### src/rtl/led_bcm_scheduler.sv
// BCM scheduler for a HUB75 panel: row shift requests, latch/row strobes, plane-weighted OE.
// Optional OE_GLOBAL_DIM_EN adds a brightness input that scales every OE window.
//
// state    | meaning
// IDLE     | stopped; waits for enable
// PASS_RST | one-cycle AL422 read-pointer rewind before row 0 of a plane
// SHIFT    | shifter busy with the next row; waits for shift_done
// WAIT_OE  | row shifted, current OE window still running
// BLANK    | OE low for DEAD_CYCLES clocks ahead of the latch
// LATCH    | latch pulse; next cycle starts OE and advances row/plane
module led_bcm_scheduler #(
    parameter int ROWS        = 8,
    parameter int PLANES      = 4,
    parameter int OE_UNIT     = 4,
    parameter int DEAD_CYCLES = 2
) (
    input  logic       in_clk,
    input  logic       in_nrst,
`ifdef OE_GLOBAL_DIM_EN
    input  logic [7:0] brightness,
`endif
    input  logic       enable,
    input  logic       shift_done,
    output logic       shift_start,
    output logic [4:0] shift_row,
    output logic [2:0] shift_plane,
    output logic [4:0] led_row,
    output logic       led_lat,
    output logic       led_oe,
    output logic       al422_nrst,
    output logic       frame_done,
    output logic       busy
);

    localparam int CW = $clog2(OE_UNIT << (PLANES - 1)) + 1;
    localparam int DW = (DEAD_CYCLES > 2) ? $clog2(DEAD_CYCLES) : 1;
    localparam logic [4:0] LAST_ROW   = 5'(ROWS - 1);
    localparam logic [2:0] LAST_PLANE = 3'(PLANES - 1);

    typedef enum logic [2:0] {
        IDLE, PASS_RST, SHIFT, WAIT_OE, BLANK, LATCH
    } state_t;

    state_t          state;
    logic [CW-1:0]   oe_cnt;
    logic [DW-1:0]   dead_cnt;
    logic [15:0]     oe_base;
    logic [CW-1:0]   oe_load;

    assign oe_base = 16'(OE_UNIT) << shift_plane;

`ifdef OE_GLOBAL_DIM_EN
    logic [15:0] oe_prod;
    logic [15:0] oe_scaled;

    // (base * (brightness+1)) >> 8, never shorter than one clock
    always_comb begin
        oe_prod   = oe_base * {8'd0, brightness} + oe_base;
        oe_scaled = oe_prod >> 8;
        oe_load   = (oe_scaled == 16'd0) ? CW'(1) : CW'(oe_scaled);
    end
`else
    assign oe_load = CW'(oe_base);
`endif

    always_ff @(posedge in_clk or negedge in_nrst) begin
        if (!in_nrst) begin
            state       <= IDLE;
            oe_cnt      <= '0;
            dead_cnt    <= '0;
            shift_start <= 1'b0;
            shift_row   <= 5'd0;
            shift_plane <= 3'd0;
            led_row     <= LAST_ROW;
            led_lat     <= 1'b0;
            led_oe      <= 1'b0;
            al422_nrst  <= 1'b1;
            frame_done  <= 1'b0;
            busy        <= 1'b0;
        end else begin
            shift_start <= 1'b0;
            led_lat     <= 1'b0;
            al422_nrst  <= 1'b1;
            frame_done  <= 1'b0;

            if (oe_cnt != '0) begin
                oe_cnt <= oe_cnt - 1'b1;
                led_oe <= (oe_cnt != CW'(1));
            end

            case (state)
                IDLE: begin
                    // a final OE window may still be draining after a stop
                    busy <= enable || (oe_cnt > CW'(1));
                    if (enable) begin
                        state      <= PASS_RST;
                        al422_nrst <= 1'b0;
                    end
                end
                PASS_RST: begin
                    state       <= SHIFT;
                    shift_start <= 1'b1;
                end
                SHIFT: begin
                    if (shift_done) begin
                        if (!led_oe && oe_cnt == '0) begin
                            state    <= BLANK;
                            dead_cnt <= DW'(DEAD_CYCLES - 1);
                        end else begin
                            state <= WAIT_OE;
                        end
                    end
                end
                WAIT_OE: begin
                    if (!led_oe && oe_cnt == '0) begin
                        state    <= BLANK;
                        dead_cnt <= DW'(DEAD_CYCLES - 1);
                    end
                end
                BLANK: begin
                    if (dead_cnt == '0) begin
                        state   <= LATCH;
                        led_lat <= 1'b1;
                        led_row <= shift_row;
                    end else begin
                        dead_cnt <= dead_cnt - 1'b1;
                    end
                end
                LATCH: begin
                    oe_cnt <= oe_load;
                    led_oe <= 1'b1;
                    if (shift_row == LAST_ROW) begin
                        shift_row <= 5'd0;
                        if (shift_plane == LAST_PLANE) begin
                            shift_plane <= 3'd0;
                            frame_done  <= 1'b1;
                            if (enable) begin
                                state      <= PASS_RST;
                                al422_nrst <= 1'b0;
                            end else begin
                                state <= IDLE;
                            end
                        end else begin
                            shift_plane <= shift_plane + 3'd1;
                            state       <= PASS_RST;
                            al422_nrst  <= 1'b0;
                        end
                    end else begin
                        shift_row   <= shift_row + 5'd1;
                        state       <= SHIFT;
                        shift_start <= 1'b1;
                    end
                end
                default: state <= IDLE;
            endcase
        end
    end

endmodule
### config.mk
export PLATFORM = sky130hd
export DESIGN_NAME = led_bcm_scheduler
export DESIGN_NICKNAME = d
export VERILOG_FILES = /design/src/rtl/led_bcm_scheduler.sv
export SDC_FILE = /design/constraint.sdc
export NUM_CORES = 1
export LEC_CHECK = 0
export ABC_AREA = 1
export CORE_MARGIN = 2
export CORE_UTILIZATION = 47
export DETAILED_ROUTE_END_ITERATION = 10
export GPL_TIMING_DRIVEN = 0
export HOLD_SLACK_MARGIN = 0.08
export MAX_ROUTING_LAYER = met4
export PLACE_DENSITY = 0.74
export SLEW_MARGIN = 20
export SYNTH_ARGS = -nofsm -noshare
export SYNTH_HDL_FRONTEND = slang
export SYNTH_SLANG_ARGS = --single-unit
### constraint.sdc
create_clock -name in_clk -period 1.1 [get_ports in_clk]
set_input_delay 0.22 -clock in_clk [delete_from_list [all_inputs] [get_ports in_clk]]
set_output_delay 0.22 -clock in_clk [all_outputs]
set_load 0.01 [all_outputs]
## Word level (Yosys, flattened, before mapping)

Cells that the tools add are included.

| word-level totals | value |
|---|---|
| flip-flop bits (word level) | 29 |

| cells by class | value |
|---|---|
| reductions and logical operators | 12 |
| $add $sub $neg | 4 |
| bitwise operators | 1 |
| mux-type cells | 30 |
| shifts and indexed selects | 1 |
| equal/unequal tests | 12 |
| $lt $le $gt $ge | 1 |

Operators by type and width:

| operator | count |
|---|---|
| 2-to-1 mux 3 bit | 8 |
| one-hot mux 3 bit (6 select lines) | 1 |
| 2-to-1 mux 1 bit | 15 |
| 2-to-1 mux 6 bit | 2 |
| equality test 3 x 2 -> 1 bit (second input constant) | 3 |
| inequality test 2 bit (second input constant) | 4 |
| equality test 3 bit (second input constant) | 2 |
| greater-than comparator 6 x 1 -> 1 bit (second input constant) | 1 |
| zero test 6 bit | 1 |
| inequality test 6 x 1 -> 1 bit (second input constant) | 1 |
| AND reduction 2 bit | 3 |
| nonzero test 6 bit | 1 |
| << shifter 3 x 3 -> 6 bit (first input constant) | 1 |
| subtractor 6 x 1 -> 6 bit (second input constant) | 1 |
| adder 5 x 1 -> 5 bit (second input constant) | 1 |
| equality test 5 x 3 -> 1 bit (second input constant) | 1 |
| 2-to-1 mux 5 bit | 1 |
| one-hot mux 1 bit (2 select lines) | 2 |
| AND reduction 4 bit | 1 |
| adder 3 x 1 -> 3 bit (second input constant) | 1 |
| equality test 3 x 1 -> 1 bit (second input constant) | 1 |
| zero test 3 bit | 1 |
| one-hot mux 1 bit (3 select lines) | 1 |
| nonzero test 3 bit | 1 |
| other kinds (6) | 6 |

## Longest topological paths before layout

| depth | value |
|---|---|
| depth in word-level cells | 5 |
| gate-level depth with buffers | 9 |
| depth with buffers taken out | 9 |

## Least setup slack after synthesis

Ideal clock, no wire load.

| path | value |
|---|---|
| path kind | reg2reg |
| start point | reg shift_row[0] |
| end point | reg state[1] |
| data arrival time | 1.230 ns |
| path slack | -0.246 ns |
| path buffers | 0 |
| stages on the path, launching flop included | 9 |
| clock period less this slack | 1.346 ns |
| data required time | 0.984 ns |
| cell sequence | dfrtp_1 ha_1 nand2_1 nor2_4 inv_1 o21ai_0 nand2_1 nand2_1 nand2_1 |

| between the ends | value |
|---|---|
| word-level cells in the longest chain between the ends | 3 |

Ends and longest elaborated chain:

| item | line | RTL |
|---|---|---|
| from (decl) | 25 | `output logic [4:0] shift_row,` |
| from (signal assigned) | 149 | `shift_row <= shift_row + 5'd1;` |
| equality test 5 x 3 -> 1 bit | 132 | `if (shift_row == LAST_ROW) begin` |
| 2-to-1 mux 3 bit | 132 |  |
| one-hot mux 3 bit (6 select lines) | 91 | `case (state)` |
| to (signal assigned) | 96 | `state <= PASS_RST;` |
| to (signal assigned) | 138 | `state <= PASS_RST;` |
| to (signal assigned) | 141 | `state <= IDLE;` |
| to (decl) | 44 | `state_t state;` |

Every way passes these cells.
A chain may end at the register's enable or synchronous reset.

## Worst setup path after layout

| path | value |
|---|---|
| start point | reg oe_cnt[3] |
| end point | reg state[0] |

| between the ends | value |
|---|---|
| word-level cells in the longest chain between the ends | 5 |

Ends and longest elaborated chain:

| item | line | RTL |
|---|---|---|
| from (decl) | 45 | `logic [CW-1:0] oe_cnt;` |
| from (signal assigned) | 87 | `oe_cnt <= oe_cnt - 1'b1;` |
| from (signal assigned) | 130 | `oe_cnt <= oe_load;` |
| zero test 6 bit * | 106, 115 |  |
| logical AND 1 bit * | 106, 115 |  |
| 2-to-1 mux 3 bit | 106 | `if (!led_oe && oe_cnt == '0) begin` |
| 2-to-1 mux 3 bit | 105 | `if (shift_done) begin` |
| one-hot mux 3 bit (6 select lines) | 91 |  |
| to (signal assigned) | 107 | `state <= BLANK;` |
| to (signal assigned) | 110 | `state <= WAIT_OE;` |
| to (signal assigned) | 116 | `state <= BLANK;` |

Mark *: on every way between the ends. The rest lies on a longest branch, timed or not. The select of a mux whose other input is x is not followed.

==> summary.log <==
[global_route] residual overflow from global routing 0
[cts] clk slew on worst S/H paths 0.09 ns
[cts] later-pin clock latency in the skew report 0.34 ns
[synth] yosys synthesis warning count 0
[floorplan] std cell rows 20
[finish] final standard cell count with taps included and fillers excluded 296
[cts] Clock Sinks 29
[synth] Cell Area, Synth 1493 sq um
[detailed_routing] final WL 4402 um
[sta] Final period util 1.245
[power_and_ir_drop] leakage dissipation 1.174 nW
[synth] syn_nets 193
[critical_path] Worst R2R Path Depth 6
[critical_path] peak fanout along the critical path 5
[detailed_routing] remaining number of nets flagged by the antenna check after routing 0
[outcome] outcome complete, but fails checks
[place] number of input and output port buffers inserted 22
[finish] ratio of cells with drive above 1 in the final layout 0.5397
[finish] NumNets Final 263
[finish] growth of design area from synthesis to finish 60.27%
[sta] f_max 730.2 MHz
[sta] count of final hold-check violations 0
[critical_path] Reg-to-Reg Start oe_cnt[3]
[sta] setup_tns -5.718 ns
[power_and_ir_drop] total chip power 5.591 mW
[place] final RePlAce weighted congestion 0.8731
[global_route] wire length of the first global-routing pass 6210 um
[floorplan] die width 60.36 um
[power_and_ir_drop] Power Density 2337 nW/um^2
[sta] setup repair after global routing missed its margin true
[sta] final setup violation count 38
[sta] normalized max-slew margin 0.5738
[synth] Netlist cell types 23
[cts] Clock Tree Buf Depth 2
[finish] number of antenna diodes 0
[critical_path] launch point of the worst path oe_cnt[3]
[finish] filler instances 184
[global_route] number of antenna violations at the first check in global routing 0
[floorplan] DIE AREA 3643 sq um
[global_route] total global routing track utilization 0.2409
[critical_path] Setup Crit Path Kind flip-flop to flip-flop
[detailed_routing] routed via count 1,498
[synth] Post-Synthesis Mean Instance Area 8.247 sq um
[sta] actual transition at the worst max-transition pin 0.6392 ns
[run] max-capacitance violation count 0
[place] number of instances in the placed design 247
[synth] sequential share of the synthesized area 0.4895
[outcome] failing checks negative setup slack
[place] pre-CTS setup slack -0.2918 ns
[cts] number of buffers inserted during clock tree synthesis 5
[critical_path] Worst Path Arrival 1.60 ns
[detailed_routing] total DRC errors in the routed layout 0
[sta] worst-case setup margin in the final layout -0.2696 ns
[synth] Seq cells post-synth 29
[floorplan] Chip Height 60.36 um
[sta] Hold Slack 0.4527 ns
[worst_hold_path] Worst Hold Class input port to async pin
[cts] TritonCTS clock tree yes
[global_route] vias in the first global route 1,454
[global_route] maximum number of pins on one net before global-route repair 30
[critical_path] flop-to-flop setup slack -0.27 ns
[floorplan] number of top-level pins 23
[cts] Root Driver clkbuf_4
[critical_path] startpoint type of the worst setup path flip-flop
[synth] count of mapped cells out of synthesis 181
[floorplan] starting utilization of the core area 0.4930
[sta] Min Clock Period, post-route 1.370 ns
[detailed_routing] routed vias/inst 5.061
[critical_path] type of destination of the critical path flip-flop
[detailed_routing] average wire length per cell after detail routing 14.87 um
[sta] final number of max-transition violations 0
[detailed_routing] first-pass iteration count of the detailed router 4
[sta] worst setup skew after layout 0.009812 ns
[place] Detailed Place HPWL 2344 um
[cts] # H-tree levels 2
[critical_path] required arrival time at the worst endpoint 1.33 ns
[power_and_ir_drop] peak supply drop 1.515 mV
[detailed_routing] number of DRC violations after detailed-routing iteration 0 84
[floorplan] core area 3028 sq um
[critical_path] reg-to-reg endpoint state[0]
-- Yosys cell counts --
library cell / number / area share
nand2_1: 44 / 0.11
inv_1: 29 / 0.073
dfrtp_1: 25 / 0.42
nor2_1: 17 / 0.043
o21ai_0: 16 / 0.054
nand3_1: 13 / 0.044
ha_1: 8 / 0.067
a21oi_1: 6 / 0.020
dfstp_2: 4 / 0.070
xor2_1: 3 / 0.018
inv_2: 2 / 0.0050
nor2_2: 2 / 0.0084
nor2_4: 2 / 0.015
a211oi_1: 1 / 0.0050
buf_6: 1 / 0.0075
nand2_2: 1 / 0.0042
nand3_2: 1 / 0.0067
nand4_1: 1 / 0.0042
nor3_2: 1 / 0.0067
o21a_1: 1 / 0.0050
o21bai_1: 1 / 0.0050
o22ai_1: 1 / 0.0042
o31ai_1: 1 / 0.0050
-- kinds of logic after synthesis --
group           Yosys count  share of synthesized area
flops                    29                     0.4895
buf+inv                  32                    0.08550
compound gates           27                    0.09809
simple gates             82                     0.2422
fa+ha+maj                 8                    0.06706
xor+xnor                  3                    0.01761
-- cells in the final DEF, fill, tap and decap left out, types with 3 or more instances in the layout --
| cell type | synthesis | final |
|---|---|---|
| xor2_1 | 3 | 3 |
| nor2_4 | 2 | 9 |
| o21ai_0 | 16 | 4 |
| nand2_4 | 0 | 3 |
| nand3_1 | 13 | 7 |
| ha_4 | 0 | 3 |
| o21ai_1 | 0 | 5 |
| inv_2 | 2 | 9 |
| nand2_2 | 1 | 8 |
| ha_1 | 8 | 4 |
| nand3_2 | 1 | 5 |
| inv_4 | 0 | 3 |
| a21oi_1 | 6 | 4 |
| clkbuf_4 | 0 | 5 |
| buf_2 | 0 | 15 |
| inv_1 | 29 | 18 |
| buf_6 | 1 | 19 |
| dfrtp_1 | 25 | 22 |
| nand2_1 | 44 | 32 |
| nor2_1 | 17 | 10 |
| dfstp_2 | 4 | 4 |
| dfrtp_2 | 0 | 3 |
| o21ai_2 | 0 | 7 |
| buf_4 | 0 | 27 |
-- critical path, stage by stage (launching register included) --
cell,delay [ns]
dfrtp_1,0.43
nor2_4,0.17
nand4_1,0.24
nand2_1,0.18
nand3_1,0.10
nand2_1,0.08
nand2_1,0.05
-- state kept, by name, indices dropped and copies added (netlist names) --
register     flops
dead_cnt         1
led_row          5
shift_row        5
frame_done       1
shift_plane      3
led_oe           1
state            3
oe_cnt           6
shift_start      1
busy             1
al422_nrst       1
led_lat          1
-- layout make-up --
cell class	count	area (sq um)	share of cell area
multi-input cells	120	900.9	0.3766
flip-flops and latches	29	734.5	0.3070
repair buffers	63	510.5	0.2134
inverters	31	128.9	0.05387
well taps	44	55.05	0.02301
clock buffers	6	41.29	0.01726
plain buffers	1	11.26	0.004707
clock inverters	2	10.01	0.004184
-- metrics by stage --
stage               cell area (sq um)    util
global placement                 1802  0.5950
CTS                              2107  0.6959
detailed placement               1797  0.5934
finish                           2392  0.7901
global route                     2392  0.7901
floorplan                        1526       -
-- per-layer routing --
| layer | track usage | share of wire |
|---|---|---|
| met2 | 0.4286 | 0.56 |
| met1 | 0.2603 | 0.37 |
| met3 | 0.06610 | 0.036 |
| met4 | 0.07302 | 0.035 |
| met5 | - | 0 |
-- where the power goes --
group	switching, mW	leakage, nW	internal, mW	total [mW]
clock	0.370	0.0320	0.243	0.612
combinational	1.73	0.786	1.47	3.20
sequential	0.322	0.356	1.46	1.78
-- what timing repair did --
item | in CTS | in global routing
hold endpoints to repair | 25 | 0
endpoints found under the setup margin | 47 | 44
buffers inserted | 27 | 16
resized for setup | 120 | 53
pin swaps | 15 | 18
hold buffers | 1 | 0
-- worst max path at each step --
stage          slack (ns)        end  depth (start not counted)
4_1_cts             -0.17  oe_cnt[4]                          7
2_1_floorplan       -0.14   state[1]                          8
5_1_grt             -0.38   state[2]                          6
3_3_place_gp        -0.63  oe_cnt[1]                          1
6_report            -0.27   state[0]                          6
3_5_place_dp        -0.29   state[0]                          9
(Power assumes the default switching activity.)
